## src/rtl/cpu_gen2_if.sv

```systemverilog
// Memory bus between the cpu_gen2 core (master) and its memory (slave).
interface cpu_gen2_if #(
  parameter int AWIDTH = 8,
  parameter int DWIDTH = 12
);
  logic [AWIDTH-1:0] mem_addr;
  logic              mem_rd;
  logic              mem_wr;
  logic [DWIDTH-1:0] mem_wdata;
  logic [DWIDTH-1:0] mem_rdata;
  logic              mem_ready;

  modport master (
    output mem_addr, mem_rd, mem_wr, mem_wdata,
    input  mem_rdata, mem_ready
  );

  modport slave (
    input  mem_addr, mem_rd, mem_wr, mem_wdata,
    output mem_rdata, mem_ready
  );
endinterface

```

## src/rtl/cpu_gen2.sv

```systemverilog
// Accumulator CPU: fetch / decode / memory FSM with wait-state tolerant bus.
// Bus outputs are registered from the next state so they are glitch-free.
module cpu_gen2 #(
  parameter int AWIDTH = 8,
  parameter int DWIDTH = 12
) (
  input  logic              clk,
  input  logic              rst,
  input  logic              resume,
  cpu_gen2_if.master        bus,
  output logic              halt,
  output logic [AWIDTH-1:0] pc_out,
  output logic [DWIDTH-1:0] ac_out,
  output logic              carry
);

  generate
    if (DWIDTH != AWIDTH + 4) begin : g_width_check
      $error("cpu_gen2: DWIDTH must equal AWIDTH+4");
    end
  endgenerate

  typedef enum logic [2:0] {
    ST_START,
    ST_IF,
    ST_DEC,
    ST_MEM,
    ST_HALT
  } state_t;

  localparam logic [3:0] OP_HLT = 4'd0;
  localparam logic [3:0] OP_SKZ = 4'd1;
  localparam logic [3:0] OP_ADD = 4'd2;
  localparam logic [3:0] OP_AND = 4'd3;
  localparam logic [3:0] OP_XOR = 4'd4;
  localparam logic [3:0] OP_LDA = 4'd5;
  localparam logic [3:0] OP_STO = 4'd6;
  localparam logic [3:0] OP_JMP = 4'd7;
  localparam logic [3:0] OP_SUB = 4'd8;
  localparam logic [3:0] OP_SKC = 4'd9;
  localparam logic [3:0] OP_LDI = 4'd10;
  localparam logic [3:0] OP_OR  = 4'd11;

  state_t            state_q, state_d;
  logic [AWIDTH-1:0] pc_q, pc_d;
  logic [DWIDTH-1:0] ac_q, ac_d;
  logic [DWIDTH-1:0] ir_q, ir_d;
  logic              carry_q, carry_d;
  logic              halt_q, halt_d;
  logic              mem_rd_q, mem_rd_d;
  logic              mem_wr_q, mem_wr_d;
  logic [AWIDTH-1:0] mem_addr_q, mem_addr_d;

  logic [3:0]        opcode_q, opcode_d;
  logic [AWIDTH-1:0] operand_q, operand_d;
  logic [DWIDTH:0]   add_sum;

  assign opcode_q  = ir_q[DWIDTH-1:AWIDTH];
  assign operand_q = ir_q[AWIDTH-1:0];
  assign opcode_d  = ir_d[DWIDTH-1:AWIDTH];
  assign operand_d = ir_d[AWIDTH-1:0];
  assign add_sum   = {1'b0, ac_q} + {1'b0, bus.mem_rdata};

  always_comb begin
    state_d = state_q;
    pc_d    = pc_q;
    ac_d    = ac_q;
    ir_d    = ir_q;
    carry_d = carry_q;

    unique case (state_q)
      ST_START: state_d = ST_IF;

      ST_IF: begin
        if (bus.mem_ready) begin
          ir_d    = bus.mem_rdata;
          pc_d    = pc_q + 1'b1;
          state_d = ST_DEC;
        end
      end

      ST_DEC: begin
        state_d = ST_IF;
        case (opcode_q)
          OP_HLT: state_d = ST_HALT;
          OP_SKZ: if (ac_q == '0) pc_d = pc_q + 1'b1;
          OP_SKC: if (carry_q) pc_d = pc_q + 1'b1;
          OP_JMP: pc_d = operand_q;
          OP_LDI: ac_d = {{(DWIDTH-AWIDTH){1'b0}}, operand_q};
          OP_ADD, OP_SUB, OP_AND, OP_XOR, OP_OR, OP_LDA, OP_STO:
            state_d = ST_MEM;
          default: state_d = ST_IF;
        endcase
      end

      ST_MEM: begin
        if (bus.mem_ready) begin
          state_d = ST_IF;
          case (opcode_q)
            OP_ADD: {carry_d, ac_d} = add_sum;
            OP_SUB: begin
              ac_d    = ac_q - bus.mem_rdata;
              carry_d = (ac_q >= bus.mem_rdata);
            end
            OP_AND: ac_d = ac_q & bus.mem_rdata;
            OP_XOR: ac_d = ac_q ^ bus.mem_rdata;
            OP_OR:  ac_d = ac_q | bus.mem_rdata;
            OP_LDA: ac_d = bus.mem_rdata;
            default: ac_d = ac_q;
          endcase
        end
      end

      ST_HALT: if (resume) state_d = ST_IF;

      default: state_d = ST_START;
    endcase
  end

  // Bus strobes and address are derived from where the FSM is heading next.
  always_comb begin
    mem_rd_d   = (state_d == ST_IF) || ((state_d == ST_MEM) && (opcode_d != OP_STO));
    mem_wr_d   = (state_d == ST_MEM) && (opcode_d == OP_STO);
    mem_addr_d = (state_d == ST_MEM) ? operand_d : pc_d;
    halt_d     = (state_d == ST_HALT);
  end

  always_ff @(posedge clk or negedge rst) begin
    if (!rst) begin
      state_q    <= ST_START;
      pc_q       <= '0;
      ac_q       <= '0;
      ir_q       <= '0;
      carry_q    <= 1'b0;
      halt_q     <= 1'b0;
      mem_rd_q   <= 1'b0;
      mem_wr_q   <= 1'b0;
      mem_addr_q <= '0;
    end else begin
      state_q    <= state_d;
      pc_q       <= pc_d;
      ac_q       <= ac_d;
      ir_q       <= ir_d;
      carry_q    <= carry_d;
      halt_q     <= halt_d;
      mem_rd_q   <= mem_rd_d;
      mem_wr_q   <= mem_wr_d;
      mem_addr_q <= mem_addr_d;
    end
  end

  assign bus.mem_rd    = mem_rd_q;
  assign bus.mem_wr    = mem_wr_q;
  assign bus.mem_addr  = mem_addr_q;
  assign bus.mem_wdata = ac_q;
  assign halt          = halt_q;
  assign pc_out        = pc_q;
  assign ac_out        = ac_q;
  assign carry         = carry_q;

endmodule

```

## src/flat_wrapper.sv

```systemverilog
// flat-port wrapper written by rule: the top's interface ports become plain ports
module cpu_gen2_flat 
#(
  parameter int AWIDTH = 8,
  parameter int DWIDTH = 12
)
  (clk, rst, resume, halt, pc_out, ac_out, carry, bus_mem_addr, bus_mem_rd, bus_mem_wr, bus_mem_wdata, bus_mem_rdata, bus_mem_ready);
  cpu_gen2_if #(.AWIDTH(AWIDTH), .DWIDTH(DWIDTH)) bus_i ();
  input  logic clk;
  input  logic rst;
  input  logic resume;
  output logic halt;
  output logic [AWIDTH-1:0] pc_out;
  output logic [DWIDTH-1:0] ac_out;
  output logic carry;
  output wire logic [$bits(bus_i.mem_addr)-1:0] bus_mem_addr;
  output wire logic [$bits(bus_i.mem_rd)-1:0] bus_mem_rd;
  output wire logic [$bits(bus_i.mem_wr)-1:0] bus_mem_wr;
  output wire logic [$bits(bus_i.mem_wdata)-1:0] bus_mem_wdata;
  input wire logic [$bits(bus_i.mem_rdata)-1:0] bus_mem_rdata;
  input wire logic [$bits(bus_i.mem_ready)-1:0] bus_mem_ready;
  assign bus_mem_addr = bus_i.mem_addr;
  assign bus_mem_rd = bus_i.mem_rd;
  assign bus_mem_wr = bus_i.mem_wr;
  assign bus_mem_wdata = bus_i.mem_wdata;
  assign bus_i.mem_rdata = bus_mem_rdata;
  assign bus_i.mem_ready = bus_mem_ready;
  cpu_gen2 #(.AWIDTH(AWIDTH), .DWIDTH(DWIDTH)) u_core (.clk(clk), .rst(rst), .resume(resume), .bus(bus_i), .halt(halt), .pc_out(pc_out), .ac_out(ac_out), .carry(carry));
endmodule
```

## config.mk

```make
export PLATFORM = sky130hd
export DESIGN_NAME = cpu_gen2_flat
export DESIGN_NICKNAME = d
export VERILOG_FILES = /design/src/rtl/cpu_gen2_if.sv /design/src/rtl/cpu_gen2.sv /design/src/flat_wrapper.sv
export SDC_FILE = /design/constraint.sdc
export NUM_CORES = 1
export LEC_CHECK = 0
export ABC_AREA = 1
export CORE_MARGIN = 4
export CORE_UTILIZATION = 45
export DETAILED_ROUTE_END_ITERATION = 7
export GPL_ROUTABILITY_DRIVEN = 0
export MAX_ROUTING_LAYER = met4
export PLACE_DENSITY_LB_ADDON = 0.2
export SETUP_SLACK_MARGIN = 0.1
export SYNTH_ARGS = -nofsm -noshare
export SYNTH_HDL_FRONTEND = slang
export SYNTH_SLANG_ARGS = --single-unit
export TNS_END_PERCENT = 1
```

## constraint.sdc

```tcl
create_clock -name clk -period 2.3 [get_ports clk]
set_input_delay 0.575 -clock clk [delete_from_list [all_inputs] [get_ports clk]]
set_output_delay 0.575 -clock clk [all_outputs]
set_load 0.02 [all_outputs]
```

==> summary.txt <==
Cells and area
  – Nets: 894
  – Final core utilization: 62.0%
  – Storage cell area: 1180 um^2
  – Share of cells above drive strength 1: 19.0%
  – Area growth, synth to finish: 32.3%
  – Most frequent cells in the layout: nand2_1, inv_1, buf_4
  – Area of the multi-input gates: about 3100 um^2
  – Fill cell count: 927
  – Commonest non-fill, non-tap cell in the layout: nand2_1
  – Antenna cell count: 0

Placement
  – Pre-CTS setup slack: -0.459 ns
  – Port-buffer cells: 59
  – Hpwl dp: 11,700 um

CTS
  – Reg clk slew, reported paths: 0.10 ns
  – Max Buffers Root-to-Sink: 2
  – Clock sinks: 47
  – CTS tree: built
  – Insertion delay to the later sink of the worst-skew pair: 0.32 ns
  – CTS root buf: clkbuf_8
  – CTS Buf Count: 5
  – H-tree levels: 2

Global routing
  – Vias in the first global route: 4,933
  – Antenna violations before repair: 0
  – Total gr overflow: 0
  – Largest net degree at the start of global routing: 31
  – GRT Overall Usage: a little over a quarter
  – First-pass GRT wire length: 24,400 um

Pwr
  – Worst VDD drop: 0.820 mV
  – PD cells: 1300 nW/um^2
  – Total power: around 8.0 mW
  – Pleak: 3.10 nW

Yosys
  – Syn_nets: 784
  – Synthesis Warnings: 0
  – Mapped Area: 4640 um^2
  – Syn Inst Count: 729
  – Avg Synthesized Cell Area: 6.37 um^2
  – Flops & latches, synth: 47
  – Seq/Total Area, Yosys: 25.3%
  – Netlist cell types: 36

Detailed routing
  – Final antenna-violating net count: 0
  – Routed WL: ~15,000 um
  – Drt wl/cell: 15.9 um
  – DR iter-0 viols: 477
  – Via count: 5,275
  – Drt via density: 5.42
  – DR pass1 iterations: 5
  – Drc violations: 0

Floorplan
  – Die width: 110 um
  – Rows: 36
  – IO Pins: 60
  – Starting Density: 46.9%
  – Core Footprint: 9910 um^2
  – Die H: 110 um
  – Die area: 12,000 um^2

STA
  – Final Max Tran Viols: 0
  – Min setup slack post-route: 0.220 ns
  – Period minus WS final: 2.08 ns
  – Final worst-path cycle share: 90.4%
  – Clock skew: 0.0173 ns
  – Setup violations, final: 0
  – Slew headroom: around 60%
  – Peak Freq: 481 MHz
  – RSZ-0062 raised after global routing: yes
  – Final Hold Fails: 0
  – Worst-margin pin slew: 0.597 ns

Flow run
  – MaxCap Viol Count: 0

Setup path
  – Max FO, Critical Path: 6
  – WP data arrival: around 1.5 ns
  – Critical Path Sink Type: output pin
  – Worst endpoint required time: 1.73 ns
  – Startpoint Class: flop
  – Crit Path Class: flop to output pin

Worst hold path
  – Hold Path Class: primary input to asynchronous set/reset pin

Status
  – Run status: completed
what timing repair did:
action	in CTS	in global routing
buffers inserted	0	5
setup endpoints to repair	11	11
hold buffers	0	0
gates resized for setup	13	73
pin swaps	0	12
per-layer routing:
layer / wire [um] / track usage (%) / up-vias
met5: 0 / - / -
met4: 230 / 6.32 / 0
met3: 1420 / 3.23 / 24
met2: 7140 / 41.8 / 263
met1: 6650 / 37.2 / 2440
li1: - / - / 2548
sequential cells by signal, indices dropped and copies added (netlist names):
signal and count:
u_core.ac_out 12, u_core.bus.mem_rd 1, u_core.carry 1, u_core.halt 1, u_core.state_q 3, u_core.ir_q 12, u_core.bus.mem_addr 8, u_core.bus.mem_wr 1
u_core.pc_out 8
logic make-up (layout without fill, tap and decap cells):
logic type,count (synthesis),in the layout,share of synthesized area (%)
simple gates,386,386,35.5
buf+inv,141,252,13.2
compound gates,105,105,13.0
flops,47,47,25.3
fa+ha+maj,39,39,10.8
xor+xnor,11,11,2.07
Yosys cell counts (all sizes together):
cell type | instances | area share, %
nor2 | 68 | 5.8
xor2 | 10 | 1.9
nand3b | 1 | 0.16
buf | 25 | 3.6
nand4 | 16 | 2.2
nand3 | 71 | 7.7
and2 | 1 | 0.13
clkinv | 1 | 0.081
o21bai | 1 | 0.16
o2111ai | 1 | 0.19
fa | 2 | 0.86
or2 | 1 | 0.13
dfrtp | 47 | 25
o22ai | 17 | 2.3
xnor2 | 1 | 0.19
nor3 | 9 | 1.2
o21ai | 45 | 4.8
a32oi | 3 | 0.57
o31ai | 1 | 0.46
a22oi | 1 | 0.16
nand2 | 219 | 18
ha | 37 | 10
a21oi | 36 | 4.4
clkbuf | 6 | 0.70
inv | 109 | 8.8
critical path, stage by stage, from the launching register on:
cell	delay, ns
dfrtp_1	0.40
buf_4	0.17
clkdlybuf4s50_1	0.61
worst paths after layout:
path	cells past startpoint	start	to	slack, ns
setup reg to reg	13	u_core.ac_out[0]	u_core.ac_out[8]	0.28
min in group clk	2	u_core.ir_q[2]	u_core.ir_q[2]	0.57
setup / recovery	2	u_core.ac_out[7]	bus_mem_wdata[7]	0.22
hold reg to reg	2	u_core.ir_q[2]	u_core.ir_q[2]	0.57
max in group asynchronous	2	rst	u_core.ir_q[0]	1.47
hold / removal	1	rst	u_core.ac_out[6]	0.25
layout make-up:
cell class	instances	share of cell area, %
well taps	133	2.71
repair buffers	134	19.1
multi-input cells	541	50.6
inverters	110	6.76
flip-flops and latches	47	19.2
clock buffers	6	1.34
clock inverters	2	0.265
power breakdown:
group	total, mW	internal [mW]	switching [mW]
sequential	1.49	1.16	0.328
combinational	5.90	2.32	3.58
clock	0.578	0.247	0.332
total	7.96	3.73	4.23
through the flow:
step	cell area (um^2)	hold slack (ns)	std cells	TNS, ns
after detailed placement	5730	0.546	960	-4.13
after floorplan	4640	0.279	729	0
after CTS	5870	0.247	968	0
after global routing	6140	0.263	973	0
after global placement	5730	0.547	960	-3.79
final	6140	0.247	973	0
No activity file was read; power rests on OpenSTA's default activity.
==> edit, RTL diff (same flow settings) <==
The 5 states of `state_t` get a one-hot encoding in 5 bits.
--- a/src/rtl/cpu_gen2.sv
+++ b/src/rtl/cpu_gen2.sv
@@ -21,10 +21,10 @@
   endgenerate
 
-  typedef enum logic [2:0] {
-    ST_START,
-    ST_IF,
-    ST_DEC,
-    ST_MEM,
-    ST_HALT
+  typedef enum logic [4:0] {
+    ST_START = 5'b00001,
+    ST_IF    = 5'b00010,
+    ST_DEC   = 5'b00100,
+    ST_MEM   = 5'b01000,
+    ST_HALT  = 5'b10000
   } state_t;
 
Formal check against the unedited RTL: no difference found for any inputs over 4 cycles, from zero or initial values and one cycle with rst low; so few cycles prove little.
==> edit against the unedited design <==
Clock power fell by 5.0%. Global-route usage up 0.33 points. Combinational power is 32% lower. Synthesized cell count decreased by 1.9%. Via count fell by 1.9%. Sequential cell count increased by 2. Wire length shrank 0.95%. Design area fell by 1.8%. Sequential share of layout area is 1.2 points higher. Worst setup slack got worse by 140 ps. Core utilization decreased by 1.1 points. Total power decreased by 24%. Area after synthesis is 0.30% higher.
==> edit: results <==
[synthesis]
ys_top_cells_by_area = dfrtp_1 (26%), nand2_1 (19%), ha_1 (9.9%)
synth_edf_count = 0
synthTopCellsByCount = nand2_1 (231), inv_1 (94), nor2_1 (61)
synth_cell_type_count = 40
async_flop_share_pct = 100
yosysSeqAreaShare_pct = 26.3
netlist_instances = 715
ys.flop_type = dfrtp_1
yosys_warnings = 0
synth_fp_nets = 770

[status]
outcome = finished clean

[finish]
drive_gt1_share_pct = 16.8
diodes = 0
nets = 883

[cts]
clk_latency_ps = 330
root_buffer = clkbuf_8
htreeDepth = 2
clockBufferDepth = 2
clkSlewWorstSetupHoldPaths_ps = 110
cts_buffers = 5

[global_routing]
grt_max_degree = 50
grt_antenna_before_repair = 0
grt_pass1_vias = 4911
track_usage_pct = 27.1
grt_pass1_wl_um = 24800

[power_and_ir_drop]
p_per_area_nw_per_um2 = 1010
max-vdd-ir-drop_mv = 0.531
leakagePower_uw = 0.00306

[drt]
num_vias = 5174
routed_wl_um = 15300
firstDrtPassIters = 6
drt-initial-drc-count = 564
vias_per_cell = 5.38

[placement]
numPortBuffers = 59
dp_cells = 953
place_area_um2 = 5770
dp_hpwl_um = 12100

[setup_path]
cp_top_family = buffers and inverters
crit_start = bus_mem_rdata[1]
crit-reg2reg-launch = u_core.ir_q[11]$_DFF_PN0_
slowest_stage = clkdlybuf4s50_1
worstSetupPathType = input port to flop
path_max_fanout = 5
worst_path_largest_cell_delay_ps = 500
cp.arrival_ps = 2440
reg2regPathDepth = 12

[timing]
clock_skew_ps = 19.2
worst_pin_slew_ps = 643

[run]
max_cap_violations = 0

[worst_hold_path]
hold_path.class = input port to async pin
## edit: kinds of logic (layout without fill, tap and decap cells)
group	Yosys count	in the layout	share of synthesized area (%)
and+or+nand+nor	390	390	36.5
buffers and inverters	129	243	12.5
AOI/OAI and AO/OA	97	97	11.8
DFF	49	49	26.3
adders and majority gates	39	39	10.8
xor gates and xnor gates	11	11	2.07
## edit: path summary, 6_finish.rpt
kind	slack (ps)	end
setup / recovery	80	u_core.ac_out[10]$_DFFE_PN0P_
hold / removal	340	u_core.ac_out[2]$_DFFE_PN0P_
setup reg to reg	240	u_core.ac_out[7]$_DFFE_PN0P_
hold reg to reg	540	u_core.ir_q[5]$_DFF_PN0_
max in group asynchronous	1500	u_core.ir_q[8]$_DFF_PN0_
min in group clk	540	u_core.ir_q[5]$_DFF_PN0_
## edit: metrics by stage
stage | setup TNS (ps) | worst slack (ps) | hold slack, ps
detailed placement | -3700 | -465 | 509
CTS | 0 | 77.8 | 393
finish | 0 | 84.4 | 340
global route | 0 | 3.17 | 410
floorplan | 0 | 177 | 279
global placement | -3180 | -434 | 506
## edit: repair_timing
action / in CTS / in global routing
gates resized for setup: 24 / 21
endpoints found under the setup margin: 10 / 20
pin swaps: 0 / 4
buffers inserted: 0 / 1
hold buffers: 0 / 0
## edit: power by group
part           internal, µW  leakage [µW]  switching (µW)
registers              1160      0.000638             334
clock network           215     0.0000374             334
logic                  1670       0.00239            2350
## edit: layout make-up
cell class / instances / area (µm²)
Clock inverter: 2 / 15.0
Sequential cell: 49 / 1230
Tap cell: 133 / 166
Clock buffer: 6 / 72.6
Inverter: 101 / 382
Timing Repair Buffer: 134 / 1150
Multi-Input combinational cell: 537 / 3020
Fill cell: 939 / 3870
## edit: per-layer routing
metal  wire length (µm)  global-route usage (%)  vias up
li1                   -                       -     2501
met1               6840                    36.5     2380
met2               6820                    40.9      253
met3               1240                    5.70       40
met4                393                    8.10        0
met5                  0                       -        -
